`src/rtl/even_stream_classifier_if.sv`:
```
// Stream bundle for the even/odd classifier: input word handshake plus the
// classified output word handshake. The classifier is the slave side; the
// source/consumer environment is the master side.
interface even_stream_classifier_if #(
  parameter int unsigned WIDTH = 8
);
  logic             in_valid;
  logic             in_ready;
  logic [WIDTH-1:0] in_data;
  logic             out_valid;
  logic             out_ready;
  logic [WIDTH-1:0] out_data;
  logic             out_even;

  modport master (
    output in_valid, in_data, out_ready,
    input  in_ready, out_valid, out_data, out_even
  );

  modport slave (
    input  in_valid, in_data, out_ready,
    output in_ready, out_valid, out_data, out_even
  );
endinterface

```
`src/rtl/even_stream_classifier.sv`:
```
// Pipelined even/odd stream classifier. Accepts WIDTH-bit words over a
// valid/ready handshake, registers each word with its even/odd verdict
// (numeric LSB test or bit-parity test, chosen by mode at acceptance) and
// keeps saturating even/odd tallies with a sticky saturation flag.
module even_stream_classifier #(
  parameter int unsigned WIDTH     = 8,
  parameter int unsigned CNT_WIDTH = 16
) (
  input  logic                 clk,
  input  logic                 reset,
  input  logic                 mode,
  input  logic                 clear_cnt,
  even_stream_classifier_if.slave bus,
  output logic [CNT_WIDTH-1:0] even_cnt,
  output logic [CNT_WIDTH-1:0] odd_cnt,
  output logic                 cnt_sat
);

  logic                 out_valid_q;
  logic [WIDTH-1:0]     out_data_q;
  logic                 out_even_q;
  logic                 in_ready;
  logic                 accept;
  logic                 verdict;
  logic [CNT_WIDTH-1:0] even_base;
  logic [CNT_WIDTH-1:0] odd_base;
  logic                 sat_base;
  logic [CNT_WIDTH-1:0] even_next;
  logic [CNT_WIDTH-1:0] odd_next;
  logic                 sat_next;

  // Reset is OR-ed in so the block advertises ready while held in reset;
  // any word offered then is still discarded by the reset branch below.
  assign in_ready      = reset | ~out_valid_q | bus.out_ready;
  assign bus.in_ready  = in_ready;
  assign bus.out_valid = out_valid_q;
  assign bus.out_data  = out_data_q;
  assign bus.out_even  = out_even_q;

  // Acceptance, classification and next tally values.
  always_comb begin
    accept    = bus.in_valid & in_ready;
    verdict   = mode ? ~(^bus.in_data) : ~bus.in_data[0];
    // Clear is applied first so a same-cycle accept is counted from zero.
    even_base = clear_cnt ? '0 : even_cnt;
    odd_base  = clear_cnt ? '0 : odd_cnt;
    sat_base  = clear_cnt ? 1'b0 : cnt_sat;
    even_next = even_base;
    odd_next  = odd_base;
    if (accept) begin
      if (verdict) begin
        if (even_base != '1) even_next = even_base + CNT_WIDTH'(1);
      end else begin
        if (odd_base != '1) odd_next = odd_base + CNT_WIDTH'(1);
      end
    end
    sat_next = sat_base | (&even_next) | (&odd_next);
  end

  // Output register: load on accept, release on drain, hold while stalled.
  always_ff @(posedge clk) begin
    if (reset) begin
      out_valid_q <= 1'b0;
      out_data_q  <= '0;
      out_even_q  <= 1'b0;
    end else if (accept) begin
      out_valid_q <= 1'b1;
      out_data_q  <= bus.in_data;
      out_even_q  <= verdict;
    end else if (bus.out_ready) begin
      out_valid_q <= 1'b0;
    end
  end

  // Saturating tallies and sticky saturation flag.
  always_ff @(posedge clk) begin
    if (reset) begin
      even_cnt <= '0;
      odd_cnt  <= '0;
      cnt_sat  <= 1'b0;
    end else begin
      even_cnt <= even_next;
      odd_cnt  <= odd_next;
      cnt_sat  <= sat_next;
    end
  end

endmodule
```
`src/flat_wrapper.sv`:
```
// flat-port wrapper written by rule: the top's interface ports become plain ports
module even_stream_classifier_flat 
#(
  parameter int unsigned WIDTH     = 8,
  parameter int unsigned CNT_WIDTH = 16
)
  (clk, reset, mode, clear_cnt, even_cnt, odd_cnt, cnt_sat, bus_in_valid, bus_in_data, bus_out_ready, bus_in_ready, bus_out_valid, bus_out_data, bus_out_even);
  even_stream_classifier_if #(.WIDTH(WIDTH)) bus_i ();
  input  logic clk;
  input  logic reset;
  input  logic mode;
  input  logic clear_cnt;
  output logic [CNT_WIDTH-1:0] even_cnt;
  output logic [CNT_WIDTH-1:0] odd_cnt;
  output logic cnt_sat;
  input wire logic [$bits(bus_i.in_valid)-1:0] bus_in_valid;
  input wire logic [$bits(bus_i.in_data)-1:0] bus_in_data;
  input wire logic [$bits(bus_i.out_ready)-1:0] bus_out_ready;
  output wire logic [$bits(bus_i.in_ready)-1:0] bus_in_ready;
  output wire logic [$bits(bus_i.out_valid)-1:0] bus_out_valid;
  output wire logic [$bits(bus_i.out_data)-1:0] bus_out_data;
  output wire logic [$bits(bus_i.out_even)-1:0] bus_out_even;
  assign bus_i.in_valid = bus_in_valid;
  assign bus_i.in_data = bus_in_data;
  assign bus_i.out_ready = bus_out_ready;
  assign bus_in_ready = bus_i.in_ready;
  assign bus_out_valid = bus_i.out_valid;
  assign bus_out_data = bus_i.out_data;
  assign bus_out_even = bus_i.out_even;
  even_stream_classifier #(.WIDTH(WIDTH), .CNT_WIDTH(CNT_WIDTH)) u_core (.clk(clk), .reset(reset), .mode(mode), .clear_cnt(clear_cnt), .bus(bus_i), .even_cnt(even_cnt), .odd_cnt(odd_cnt), .cnt_sat(cnt_sat));
endmodule
```
`config.mk`:
```
export PLATFORM = sky130hd
export DESIGN_NAME = even_stream_classifier_flat
export DESIGN_NICKNAME = d
export VERILOG_FILES = /design/src/rtl/even_stream_classifier_if.sv /design/src/rtl/even_stream_classifier.sv /design/src/flat_wrapper.sv
export SDC_FILE = /design/constraint.sdc
export NUM_CORES = 1
export LEC_CHECK = 0
export ABC_AREA = 0
export CAP_MARGIN = 30
export CORE_MARGIN = 4
export CORE_UTILIZATION = 36
export CTS_CLUSTER_DIAMETER = 120
export CTS_CLUSTER_SIZE = 14
export DETAILED_ROUTE_END_ITERATION = 16
export REMOVE_ABC_BUFFERS = 1
export SLEW_MARGIN = 5
export SYNTH_ARGS = -nofsm -noshare
export SYNTH_HDL_FRONTEND = slang
export SYNTH_SLANG_ARGS = --single-unit
```
`constraint.sdc`:
```
create_clock -name clk -period 3.5 [get_ports clk]
set_input_delay 1.05 -clock clk [delete_from_list [all_inputs] [get_ports clk]]
set_output_delay 1.05 -clock clk [all_outputs]
set_load 0.02 [all_outputs]
```
=== Word-level counts from Yosys, hierarchy flattened ===
Cells that the tools add are included.

* Register bits after elaboration: 43
* Latch bits: 0
* Memory bits (writable): 0
* Bits in read-only memories: 0
* Input bits: 14
* Output and inout port bits: 44
* Logic and storage cells: 34
* Memories kept: 0

* Add/subtract/negate cells: 2
* $mul: 0
* Divide/modulo/power cells: 0
* $lt $le $gt $ge: 0
* Equality and inequality tests: 2
* Shift-type cells: 0
* Multiplexer cells: 12
* Bitwise gates (word level): 8
* Reduce and logical (&&, ||, !) cells: 4

{| class="wikitable"
|+ Operators with widths
! kind !! count
|-
| 16-bit 2-to-1 mux || 8
|-
| 16-bit by 1-bit adder with 16-bit output, second input constant || 2
|-
| 16-bit inequality test, second input constant || 2
|-
| 16-bit AND reduction || 2
|-
| 8-bit XOR reduction || 1
|-
| 1-bit 2-to-1 mux || 4
|-
| 1-bit bitwise OR || 4
|-
| 1-bit NOT || 3
|-
| 2-bit nonzero test || 1
|-
| 1-bit AND || 1
|}

=== Longest topological paths before layout ===
Gate-level depths: netlist (run 1).

* Word-level depth: 8
* Mapped depth: 14
* Depth with buffers taken out: 11

=== Worst setup path after synthesis (run 1) ===
No wires, ideal clock.

* Path type: input -> register
* Start: input clear_cnt
* End: register u_core.cnt_sat
* Library setup time: 0.059 ns
* Data arrival time: 3.603 ns
* Data required time: 3.441 ns
* Slack: -0.162 ns
* Stages on the path: 13
* Buffers on the path: 2
* Cell sequence: buf_2 nor2b_1 ha_1 and4_1 clkbuf_1 nand4_1 o221ai_1 nand2_1 and3_1 xnor2_1 or4_1 o31ai_1 a31o_1

* Longest elaborated chain between the ends: 8
* Elaborated cells on any way between the ends: 17
* Those cells by class: add/sub: 2; eq/ne: 2; mux: 9; bitwise: 2; reduce/logical: 2

{| class="wikitable"
|+ RTL lines
! element !! line !! text
|-
| start, declared || flat_wrapper.sv:12 || <nowiki>input logic clear_cnt;</nowiki>
|-
| 16-bit 2-to-1 mux || even_stream_classifier.sv:45 || <nowiki>even_base = clear_cnt ? '0 : even_cnt;</nowiki>
|-
| 16-bit by 1-bit adder with 16-bit output or 16-bit inequality test (tied branches) || even_stream_classifier.sv:52 || <nowiki>if (even_base != '1) even_next = even_base + CNT_WIDTH'(1);</nowiki>
|-
| 16-bit 2-to-1 mux || even_stream_classifier.sv:52 ||
|-
| 16-bit 2-to-1 mux || even_stream_classifier.sv:51 || <nowiki>if (verdict) begin</nowiki>
|-
| 16-bit 2-to-1 mux || even_stream_classifier.sv:50 || <nowiki>if (accept) begin</nowiki>
|-
| 16-bit AND reduction || even_stream_classifier.sv:57 || <nowiki>sat_next = sat_base | (&even_next) | (&odd_next);</nowiki>
|-
| 1-bit bitwise OR || even_stream_classifier.sv:57 ||
|-
| 1-bit bitwise OR (*) || even_stream_classifier.sv:57 ||
|-
| end signal, assigned || even_stream_classifier.sv:84 || <nowiki>cnt_sat <= sat_next;</nowiki>
|-
| end, declared || even_stream_classifier.sv:16 || <nowiki>output logic cnt_sat</nowiki>
|}

Mark *: on every way between the ends. The rest lies on a longest branch, timed or not.
A chain may end at the register's enable or synchronous reset.

=== Worst setup path after layout (run 1) ===
* Start: input bus_in_data[3]
* End: register u_core.cnt_sat

* Longest elaborated chain between the ends: 8
* Elaborated cells on any way between the ends: 11
* Those cells by class: mux: 5; bitwise: 3; reduce/logical: 3

{| class="wikitable"
|+ RTL lines
! element !! line !! text
|-
| start, declared || flat_wrapper.sv:17 || <nowiki>input wire logic [$bits(bus_i.in_data)-1:0] bus_in_data;</nowiki>
|-
| 8-bit XOR reduction (*) || even_stream_classifier.sv:43 || <nowiki>verdict = mode ? ~(^bus.in_data) : ~bus.in_data[0];</nowiki>
|-
| 1-bit NOT (*) || even_stream_classifier.sv:43 ||
|-
| 1-bit 2-to-1 mux (*) || even_stream_classifier.sv:43 ||
|-
| 16-bit 2-to-1 mux || even_stream_classifier.sv:51 ||
|-
| 16-bit 2-to-1 mux || even_stream_classifier.sv:50 ||
|-
| 16-bit AND reduction || even_stream_classifier.sv:57 ||
|-
| 1-bit bitwise OR || even_stream_classifier.sv:57 ||
|-
| 1-bit bitwise OR (*) || even_stream_classifier.sv:57 ||
|}

Marked as above.

==> impl_metrics.json, run 1 <==
{
  "outcome": "finished clean",
  "clk_path_buf_depth": 2,
  "first_global_vias": 2823,
  "overflow": 0,
  "setup_viol": 0,
  "dpl.hpwl_mm": 6.13,
  "cap_violations": 0,
  "peakVddDrop_mv": 0.207,
  "die_height_um": 93.1,
  "synth_top_area_cell": "dfxtp_1",
  "max_slew_margin": 0.626,
  "rsz0062_at_grt": "no",
  "drive_above_1_share": 0.264,
  "worstPathRequired_ns": 3.75,
  "r2r_start": "u_core.even_cnt[0]$_SDFF_PP0_",
  "clk_pin_slew_ns": 0.09,
  "ys_seq_elements": 43,
  "synth_area_leaders": "dfxtp_1 (33%), nor2_1 (7.1%), nand2_1 (6.6%)",
  "vias": 2857,
  "synthTopCellsByCount": "nor2_1 (49), nand2_1 (46), dfxtp_1 (43)",
  "routed_wl_mm": 8.26,
  "cts_htree_levels": 2,
  "n_fill_cell": 682,
  "tns_ns": 0,
  "finalPower_mw": 1.11,
  "synthFlopType": "dfxtp_1",
  "cts_root_buf": "clkbuf_8",
  "grt_antenna_before_repair": 0,
  "crit_start": "bus_in_data[3]",
  "drtAntennaViolNets": 0,
  "cp.arrival_ns": 3.66,
  "slew_violations": 0,
  "syn-cell-area_um2": 2600,
  "synth_cell_type_count": 59,
  "multi_input_area_um2": 1830,
  "grt_util_all_layers": 0.195,
  "antenna_cells": 0,
  "synth_edf_count": 0,
  "max_stage_delay_ns": 0.51,
  "async_flop_share": 0,
  "yosysWarnings": 0,
  "cts_num_sinks": 43,
  "die_w_um": 93.1,
  "finalNetCount": 481,
  "die_area_um2": 8660,
  "synth_top_area_share": 0.330,
  "seq_area_um2": 861,
  "powerDensity_nw_per_um2": 270,
  "yosysSeqAreaShare": 0.330,
  "ios": 58,
  "cp-end-kind": "register",
  "fin_area_um2": 4110,
  "syn_area_per_cell_um2": 7.78,
  "cts_tree": "done",
  "dr.pass1.iters": 4,
  "core_area_um2": 6910,
  "hold_ws_ns": 0.456,
  "synth.most_common_cell": "nor2_1",
  "place_area_um2": 3770,
  "fin_worst_skew_ns": 0.0125,
  "cts_made_buffers": 5,
  "drc_errors": 0,
  "via_per_inst": 5.08,
  "gp_congestion": 0.868,
  "grt_pass1_wl_mm": 13.6,
  "r2r_slack_ns": 0.65,
  "cpMaxStageDelayCell": "or4_1",
  "numPortBuffers": 57,
  "fmax_mhz": 294,
  "fin_util": 0.596,
  "cp-start-kind": "input port",
  "fin_crit_sh": 0.972,
  "synthCells": 335,
  "wl_per_cell_um": 14.7,
  "crit_buf_inv": 2,
  "path_cells": "clkdlybuf4s15_1 > xnor3_1 > xnor3_2 > buf_6 > o2111ai_4 > and2_4 > nor3_4 > xnor2_2 > or4_1 > o31ai_2 > a31o_1",
  "initial_utilization": 0.377,
  "insertion_delay_ns": 0.30,
  "cpLargestDelayFamily": "XOR/XNOR gates",
  "crit_type": "in2reg",
  "min_path_type": "reg2reg",
  "cp_max_fo": 4,
  "holdBufCountCts": 0,
  "tightest_slew_ns": 0.554,
  "p_leak_nw": 1.61,
  "period_needed_ns": 3.40,
  "hold_start": "u_core.bus.out_data[2]$_SDFFE_PP0P_",
  "final-hold-violation-count": 0,
  "std_cell_rows": 30,
  "area_growth_pct": 57.9,
  "first_iter_violations": 126,
  "grt_max_degree": 38
}
[report_power, final]
part / internal (mW) / total, mW / switching [mW]
Clock: 0.139 / 0.326 / 0.187
Combinational: 0.143 / 0.277 / 0.134
Sequential: 0.499 / 0.507 / 0.00755
[registers in the layout, indices dropped and copies added, names as in the netlist]
signal,flops
u_core.even_cnt,16
u_core.odd_cnt,16
u_core.bus.out_data,8
u_core.bus.out_even,1
u_core.bus.out_valid,1
u_core.cnt_sat,1
[per-stage QoR]
stage	instances	setup slack, ns
CTS	558	0.000555
global placement	545	-0.547
global route	562	0.0123
finish	562	0.0986
detailed placement	545	-0.701
floorplan	321	0.0169
[worst reg2reg max path: stages, from the launching register on]
cell and delay, ns:
dfxtp_1 0.44, nor2b_1 0.21, ha_1 0.19, and4b_1 0.27, nand4_1 0.18, o2111ai_2 0.24, nand2_2 0.15, buf_4 0.19
o21ai_0 0.07, a22o_1 0.18, a22oi_2 0.09, nor4b_2 0.32, buf_4 0.15, a31o_1 0.13
[cell families after synthesis]
family	synth area share
AND/OR/NAND/NOR	0.347
AO/OA/AOI/OAI	0.140
flip-flops	0.330
XOR/XNOR	0.121
buffers and inverters	0.0360
multiplexers	0.0159
adder cells (fa/ha/maj)	0.00960
[routing by layer]
layer  track usage  vias up  routed length [um]
li1              -     1443                   -
met1         0.254     1331                3910
met3        0.0298       10                 292
met4        0.0537        0                  96
met2         0.334       73                3960
met5             0        -                   0
[path summary, 6_finish.rpt]
kind,end,depth (start not counted)
max,u_core.cnt_sat$_SDFF_PP0_,11
min,u_core.bus.out_data[2]$_SDFFE_PP0P_,2
max reg2reg,u_core.cnt_sat$_SDFF_PP0_,13
min reg2reg,u_core.bus.out_data[2]$_SDFFE_PP0P_,2
[cell usage in the layout (no fill, tap or decap), types with 4 or more instances in the layout]
cell type	instances
nor2_1	49
inv_1	8
and4b_1	4
and2_1	6
nand3_1	8
clkbuf_8	5
dlygate4sd2_1	4
buf_4	77
nand4_1	13
clkdlybuf4s50_1	47
nor3_1	4
o21ai_0	5
and3_1	5
nor2b_1	14
and4_1	4
xor2_1	6
xnor2_1	16
xnor2_2	4
dfxtp_1	43
a21oi_1	22
nand2_1	44
[layout make-up]
type | count | share of cell area
clock buffers | 5 | 0.0167
clock inverters | 3 | 0.00487
inverters | 9 | 0.00821
multi-input cells | 269 | 0.446
flip-flops and latches | 43 | 0.209
well taps | 96 | 0.0292
repair buffers | 137 | 0.286
[timing repair]
item,CTS,global route
pin swaps,11,22
resized for setup,28,25
buffers inserted,5,6
setup endpoints to repair,2,1
No activity file was read; power rests on OpenSTA's default activity.
==> run 2: changes to the inputs <==
--- a/config.mk
+++ b/config.mk
@@ -7,11 +7,14 @@
 export LEC_CHECK = 0
 export ABC_AREA = 0
 export CAP_MARGIN = 30
+export CELL_PAD_IN_SITES_DETAIL_PLACEMENT = 0
+export CELL_PAD_IN_SITES_GLOBAL_PLACEMENT = 2
 export CORE_MARGIN = 4
-export CORE_UTILIZATION = 36
+export CORE_UTILIZATION = 29
 export CTS_CLUSTER_DIAMETER = 120
 export CTS_CLUSTER_SIZE = 14
 export DETAILED_ROUTE_END_ITERATION = 16
+export PLACE_DENSITY_LB_ADDON = 0.1
 export REMOVE_ABC_BUFFERS = 1
 export SLEW_MARGIN = 5
 export SYNTH_ARGS = -nofsm -noshare
==> constraint.sdc (replaced) <==
create_clock -name clk -period 3.7 [get_ports clk]
set_input_delay 1.11 -clock clk [delete_from_list [all_inputs] [get_ports clk]]
set_output_delay 1.11 -clock clk [all_outputs]
set_load 0.02 [all_outputs]
==> impl_metrics.json, run 2 (same netlist as run 1, synthesis figures left out) <==
{
  "outcome": "finished clean",
  "ios": 58,
  "max_slew_margin": 0.678,
  "path_cells": "clkdlybuf4s50_1 > xnor2_2 > xnor3_2 > buf_6 > o2111ai_4 > and2_4 > nor2_4 > xnor2_2 > or4_4 > o31ai_4 > a31o_1",
  "grt_util_all_layers": 0.175,
  "cts_htree_levels": 2,
  "fin_worst_skew_ns": 0.00607,
  "cts_tree": "done",
  "hold_start": "u_core.bus.out_data[4]$_SDFFE_PP0P_",
  "crit_type": "in2reg",
  "overflow": 0,
  "r2r_start": "u_core.odd_cnt[1]$_SDFF_PP0_",
  "cp-end-kind": "register",
  "whs_path_depth": 2,
  "r2r_end": "u_core.cnt_sat$_SDFF_PP0_",
  "crit_buf_inv": 2,
  "routed_wl_mm": 9.06,
  "min_path_type": "reg2reg",
  "fmax_mhz": 276,
  "peakVddDrop_mv": 0.166,
  "cp-start-kind": "input port",
  "die_area_um2": 10600,
  "vias": 2869,
  "area_growth_pct": 62.6,
  "grt_antenna_before_repair": 0,
  "dpl.hpwl_mm": 6.50,
  "p_leak_nw": 1.62,
  "worstPathRequired_ns": 3.94,
  "tightest_slew_ns": 0.478,
  "mostFrequentLayoutCells": "buf_4 (70), clkdlybuf4s50_1 (52), nor2_1 (48), nand2_1 (45), dfxtp_1 (43)",
  "initial_utilization": 0.299,
  "powerDensity_nw_per_um2": 272,
  "cap_violations": 0,
  "std_cell_rows": 34,
  "clk_pin_slew_ns": 0.09,
  "holdBufCountCts": 0,
  "dr.pass1.iters": 5,
  "core_area_um2": 8720,
  "drtAntennaViolNets": 0,
  "gp_congestion": 0.810,
  "via_per_inst": 5.03,
  "first_global_vias": 2823,
  "die_w_um": 103,
  "finalNetCount": 477,
  "setup_viol": 0,
  "cpMostUsedCell": "xnor2_2",
  "cts_made_buffers": 5,
  "cpLargestDelayFamily": "XOR/XNOR gates",
  "cpMaxStageDelayCell": "or4_4",
  "grt_pass1_wl_mm": 14.5,
  "antenna_cells": 0,
  "die_height_um": 103,
  "rr_worst_depth": 11,
  "fin_area_um2": 4240,
  "fin_crit_sh": 0.978,
  "period_needed_ns": 3.62,
  "r2r_slack_ns": 0.86,
  "wl_per_cell_um": 15.9,
  "place_area_um2": 3780,
  "numPortBuffers": 57,
  "finalPower_mw": 1.15,
  "grt_max_degree": 38,
  "clk_path_buf_depth": 2,
  "first_iter_violations": 88,
  "cts_num_sinks": 43,
  "final_common_cell": "buf_4",
  "min_to": "u_core.bus.out_data[4]$_SDFFE_PP0P_",
  "cp.arrival_ns": 3.86,
  "fin_util": 0.486,
  "drive_above_1_share": 0.277,
  "cts_root_buf": "clkbuf_8",
  "insertion_delay_ns": 0.30,
  "max_stage_delay_ns": 0.54,
  "cp_max_fo": 4,
  "final-hold-violation-count": 0,
  "slew_violations": 0,
  "drc_errors": 0
}
-- run 2: changes by cell type in the layout (fill, tap and decap cells not counted), moves of 3 or more --
cell	previous run	this run
clkdlybuf4s50_1	47	52
buf_4	77	70
buf_6	3	6
dlygate4sd2_1	4	1
clkdlybuf4s15_1	3	0
-- run 2: area by class of cell --
type | instances | area, um2
sequential | 43 | 861
fill | 878 | 4480
inverter | 9 | 33.8
tap | 108 | 135
clock inverter | 2 | 35.0
clock buffer | 6 | 82.6
timing repair buffer | 133 | 1160
multi-input combinational | 269 | 1920
-- run 2: metrics by stage --
| step | std cells | setup slack [ns] | hold slack, ns | setup TNS, ns |
|---|---|---|---|---|
| final | 570 | 0.0800 | 0.455 | 0 |
| after global routing | 570 | -0.0179 | 0.467 | -0.0179 |
| after CTS | 567 | 0.00849 | 0.460 | 0 |
| after detailed placement | 556 | -0.621 | 0.448 | -1.09 |
| after global placement | 556 | -0.517 | 0.442 | -0.832 |
| after floorplan | 321 | 0.157 | 0.528 | 0 |
-- run 2: worst max-delay path by stage --
stage	from	to	slack [ns]	depth (start not counted)
after CTS	bus_in_data[1]	u_core.cnt_sat$_SDFF_PP0_	0.008	12
after global placement	clear_cnt	u_core.cnt_sat$_SDFF_PP0_	-0.52	15
after global routing	bus_in_data[6]	u_core.cnt_sat$_SDFF_PP0_	-0.02	11
after floorplan	clear_cnt	u_core.cnt_sat$_SDFF_PP0_	0.16	11
after detailed placement	clear_cnt	u_core.cnt_sat$_SDFF_PP0_	-0.62	15
final	bus_in_data[6]	u_core.cnt_sat$_SDFF_PP0_	0.08	11
-- run 2: report_power, final --
part           total [mW]  internal, mW  switching, mW
clock               0.390         0.219          0.171
combinational       0.281         0.142          0.139
sequential          0.480         0.472        0.00770
total                1.15         0.832          0.318
-- run 2: routing by layer --
layer  vias up  part of all wire  global-route usage
met2        51              0.47               0.283
li1       1430                 -                   -
met1      1386              0.49               0.248
met3         2             0.039              0.0210
met5         -                 0                   0
met4         0            0.0041              0.0418
-- run 2: worst reg2reg max path, stage by stage (launching register included) --
cell,delay (ns)
dfxtp_1,0.39
nor2b_4,0.20
ha_4,0.14
and4_1,0.20
nand4_1,0.25
o221ai_4,0.30
and2_4,0.23
nor2_4,0.05
xnor2_2,0.13
or4_4,0.54
o31ai_4,0.23
a31o_1,0.12
-- run 2: repair_timing --
item	4_1_cts	5_1_grt
setup endpoints to repair	2	1
setup buffers	3	4
gates resized for setup	23	41
pin swaps	8	22
